==> config.mk <==
export PLATFORM = sky130hd
export DESIGN_NAME = demux_select_sequencer
export DESIGN_NICKNAME = d
export VERILOG_FILES = /design/src/rtl/demux_seq_pkg.sv /design/src/rtl/rr_arbiter8.sv /design/src/rtl/demux_select_sequencer.sv
export SDC_FILE = /design/constraint.sdc
export NUM_CORES = 1
export LEC_CHECK = 0
export BUFFER_PORTS_ARGS = -buffer_cell sky130_fd_sc_hd__buf_2
export CAP_MARGIN = 5
export CORE_AREA = 2 2 39 41
export DETAILED_ROUTE_END_ITERATION = 16
export DIE_AREA = 0 0 41 43
export PLACE_DENSITY = 0.71
export SLEW_MARGIN = 20
export SYNTH_ARGS = -nofsm -noshare
export SYNTH_HDL_FRONTEND = slang
export SYNTH_SLANG_ARGS = --single-unit
==> constraint.sdc <==
create_clock -name clk -period 2.07 [get_ports clk]
set_input_delay 0.3105 -clock clk [delete_from_list [all_inputs] [get_ports clk]]
set_output_delay 0.3105 -clock clk [all_outputs]
set_load 0.02 [all_outputs]
==> src/rtl/demux_seq_pkg.sv <==
// demux_select_sequencer shared types and constants.
// Holds the FSM encoding and the HOLD_CYCLES legality check.
package demux_seq_pkg;

  localparam int NUM_CH = 8;
  localparam int IDX_W  = 3;
  localparam int CNT_W  = 4;

  localparam int HOLD_MIN = 1;
  localparam int HOLD_MAX = (1 << CNT_W) - 1;

  typedef enum logic [1:0] {
    IDLE  = 2'd0,
    SETUP = 2'd1,
    DRIVE = 2'd2,
    GAP   = 2'd3
  } state_t;

  function automatic bit hold_ok(input int h);
    return (h >= HOLD_MIN) && (h <= HOLD_MAX);
  endfunction

endpackage

==> src/rtl/rr_arbiter8.sv <==
// Rotating-start priority finder over eight requests.
// Searches upward from start, wrapping mod 8; first set bit wins.
module rr_arbiter8
  import demux_seq_pkg::*;
(
  input  logic [NUM_CH-1:0] req,
  input  logic [IDX_W-1:0]  start,
  output logic [IDX_W-1:0]  idx,
  output logic              found
);

  logic [IDX_W-1:0] c;

  always_comb begin
    idx   = '0;
    found = 1'b0;
    c     = '0;
    for (int k = 0; k < NUM_CH; k++) begin
      c = start + IDX_W'(k);
      if (!found && req[c]) begin
        found = 1'b1;
        idx   = c;
      end
    end
  end

endmodule

==> src/rtl/demux_select_sequencer.sv <==
// Arbitrates eight requests and drives demux selects and strobe.
// `ROUND_ROBIN_EN selects rotating priority; default is fixed.
module demux_select_sequencer
  import demux_seq_pkg::*;
#(
  parameter int HOLD_CYCLES = 2
) (
  input  logic             clk,
  input  logic             rst,
  input  logic [NUM_CH-1:0] req,
  output logic             s0,
  output logic             s1,
  output logic             s2,
  output logic             d,
  output logic [IDX_W-1:0] grant_idx,
  output logic             busy,
  output logic             done
);

  if (!hold_ok(HOLD_CYCLES)) begin : g_hold_bad
    $error("HOLD_CYCLES must be within 1..15");
  end

  localparam logic [CNT_W-1:0] CNT_LOAD = CNT_W'(HOLD_CYCLES - 1);

  state_t           state, state_n;
  logic [IDX_W-1:0] sel, sel_n;
  logic [CNT_W-1:0] cnt, cnt_n;
  logic             d_n, busy_n, done_n;
  logic [IDX_W-1:0] start;
  logic [IDX_W-1:0] arb_idx;
  logic             arb_found;

`ifdef ROUND_ROBIN_EN
  logic [IDX_W-1:0] ptr, ptr_n;
  assign start = ptr;
`else
  assign start = '0;
`endif

  rr_arbiter8 u_arb (
    .req   (req),
    .start (start),
    .idx   (arb_idx),
    .found (arb_found)
  );

  always_comb begin
    state_n = state;
    sel_n   = sel;
    cnt_n   = cnt;
    d_n     = 1'b0;
    done_n  = 1'b0;
`ifdef ROUND_ROBIN_EN
    ptr_n   = ptr;
`endif
    unique case (state)
      IDLE: begin
        if (arb_found) begin
          state_n = SETUP;
          sel_n   = arb_idx;
        end
      end
      SETUP: begin
        state_n = DRIVE;
        cnt_n   = CNT_LOAD;
        d_n     = 1'b1;
      end
      DRIVE: begin
        if (cnt == '0) begin
          state_n = GAP;
          done_n  = 1'b1;
        end else begin
          cnt_n = cnt - 1'b1;
          d_n   = 1'b1;
        end
      end
      GAP: begin
        state_n = IDLE;
`ifdef ROUND_ROBIN_EN
        ptr_n   = sel + 1'b1;
`endif
      end
      default: state_n = IDLE;
    endcase
    busy_n = (state_n != IDLE);
  end

  // Outputs are computed for the next state so they all come from flops.
  always_ff @(posedge clk) begin
    if (rst) begin
      state <= IDLE;
      sel   <= '0;
      cnt   <= '0;
      d     <= 1'b0;
      busy  <= 1'b0;
      done  <= 1'b0;
`ifdef ROUND_ROBIN_EN
      ptr   <= '0;
`endif
    end else begin
      state <= state_n;
      sel   <= sel_n;
      cnt   <= cnt_n;
      d     <= d_n;
      busy  <= busy_n;
      done  <= done_n;
`ifdef ROUND_ROBIN_EN
      ptr   <= ptr_n;
`endif
    end
  end

  assign s0        = sel[2];
  assign s1        = sel[1];
  assign s2        = sel[0];
  assign grant_idx = sel;

endmodule
==> flow_summary.json <==
{
  "synth_area_sq_um": 623,
  "fin_hold_ws_ns": 0.347,
  "max_freq_ghz": 0.642,
  "vias": 558,
  "antenna_found_initial": 0,
  "rsz0062_at_grt": "false",
  "cp_data_required_time_ns": 2.24,
  "finalCritPeriodShare_pct": 75.3,
  "synth_most_common_cell": "dfxtp_1",
  "postCtsResizedCells": 0,
  "ios": 19,
  "syn_avg_cell_area_sq_um": 8.65,
  "vias_per_cell": 5.26,
  "htree_num_levels": 1,
  "drive_above_1_share_pct": 27.8,
  "grtUsageTotal_pct": 16.6,
  "numCtsBuffers": 3,
  "synth_cells": 72,
  "clk_pin_slew_ns": 0.08,
  "start_util_pct": 45.0,
  "worst_slew_pin_slew_ns": 0.441,
  "postCtsHoldBufs": 0,
  "drv_cap": 0,
  "die-area_sq_um": 1760,
  "cts_setup_buffers": 0,
  "fp.dieW_microns": 41,
  "drt-pass1-iter-count": 2,
  "dp_hpwl_microns": 917,
  "yosys-top-cells-count": "dfxtp_1 (12), nor2_1 (8), inv_1 (7), a21oi_1 (6), ha_1 (5)",
  "fin_util_pct": 53.7,
  "synth-edff-count": 0,
  "die_y_microns": 43,
  "io_buffers": 18,
  "area_delta_synth_final_pct": 19.3,
  "grt_first_pass_wirelength_microns": 1980,
  "drv_slew": 0,
  "clockBufferDepth": 2,
  "drc": 0,
  "grt_start_max_net_pins": 14,
  "slew-limit-headroom_pct": 70.5,
  "p_per_area_nw_per_um2": 1410,
  "synth_flop_cell": "dfxtp_1",
  "synth.yosys.seq_area_share_pct": 38.6,
  "cp-end-kind": "register",
  "finalClockSkew_ns": 0.00502,
  "wirelength_microns": 1180,
  "cts_root_buffer": "clkbuf_4",
  "rows": 14,
  "worstSetupStartpointType": "register",
  "placed_area_sq_um": 707,
  "postSynthRegisterBits": 12,
  "synthArstFlopShare_pct": 0,
  "setup-violations-final": 0,
  "period_needed_ns": 1.56,
  "coreArea_sq_um": 1380,
  "ant_nets": 0,
  "tns_ns": 0,
  "status": "finished clean",
  "cts_sinks": 12,
  "num_antenna_cells": 0,
  "synth_nets": 87,
  "wl_per_cell_microns": 11.1,
  "cts_tree": "yes",
  "yosysUniqueCellTypes": 24,
  "clk_latency_ns": 0.27,
  "vdd_ir_drop_max_v": 0.000556,
  "gp_congestion": 0.669,
  "crit_type": "register to register",
  "hp-class": "primary input to register",
  "drt_iter0_markers": 3,
  "synthTopCellsByArea": "dfxtp_1 (39%), ha_1 (10%), a21oi_1 (4.8%)",
  "yosys_warnings": 0,
  "design_area_sq_um": 743,
  "p_leak_nw": 0.336,
  "grt_pass1_vias": 486,
  "synth_top_area_cell": "dfxtp_1",
  "crit_fanout": 5,
  "yosysTopAreaCellShare_pct": 38.6,
  "cp.arrival_ns": 1.73,
  "grt_overflow": 0,
  "nNetsFinal": 106,
  "finalHoldViolations": 0
}
==> path summary, 6_finish.rpt <==
| path | from | end | cells past startpoint | slack [ns] |
|---|---|---|---|---|
| max | cnt[0] | busy | 5 | 0.51 |
| min | req[0] | grant_idx[0] | 4 | 0.35 |
| max reg2reg | cnt[0] | busy | 5 | 0.51 |
| min reg2reg | grant_idx[0] | grant_idx[0] | 2 | 0.51 |
==> area by class of cell <==
| class | instances | area (sq um) |
|---|---|---|
| fill | 143 | 641 |
| clock buffer | 4 | 36.3 |
| timing repair buffer | 18 | 90.1 |
| tap | 16 | 20.0 |
| inverter | 7 | 26.3 |
| multi-input combinational | 49 | 330 |
| sequential | 12 | 240 |
==> layer usage <==
metal / vias to the layer above / part of all wire [%] / global-route usage (%) / wire [microns]
met4: 0 / 1.8 / 10.0 / 21
met3: 2 / 5.1 / 3.14 / 60
met5: - / 0 / 0 / 0
li1: 290 / - / - / -
met2: 16 / 48 / 25.6 / 572
met1: 250 / 44 / 20.1 / 525
==> registers in the layout, indices dropped and copies added (netlist names) <==
register / cells
busy: 1
cnt: 4
d: 1
done: 1
grant_idx: 3
state: 2
==> worst max-delay path: stages (launching register included) <==
cell     delay (ns)
dfxtp_1        0.35
inv_1          0.07
ha_1           0.19
nor3b_1        0.41
nor3_1         0.12
o41ai_1        0.32
==> power by group <==
group | internal, mW | leakage [nW] | switching, mW | total (mW)
logic | 0.198 | 0.216 | 0.304 | 0.502
clock network | 0.107 | 0.0210 | 0.0758 | 0.183
registers | 0.308 | 0.0985 | 0.0536 | 0.361
total | 0.613 | 0.336 | 0.433 | 1.05
==> metrics by stage <==
stage	std cells	setup slack, ns	power [mW]
final	106	0.512	1.05
after global routing	106	0.213	1.15
after CTS	106	0.503	1.06
after detailed placement	102	0.429	0.874
after global placement	102	0.453	0.865
after floorplan	72	0.586	0.760
==> logic make-up after synthesis <==
kind of cell / share of synthesized area [%]
compound gates: 16.7
fa+ha+maj: 10.0
buf+inv: 8.43
flops: 38.6
mux: 1.61
simple gates: 24.7
==> cells in the final DEF (no fill, tap or decap), drive strengths merged, types with 3 or more instances in the layout <==
cell type and n:
a21oi 6, dfxtp 12, inv 7, nor2 8, a211oi 3, nor3 3, ha 5, clkbuf 4
buf 18, nand2 4
Power figures use the tool's default switching activity.
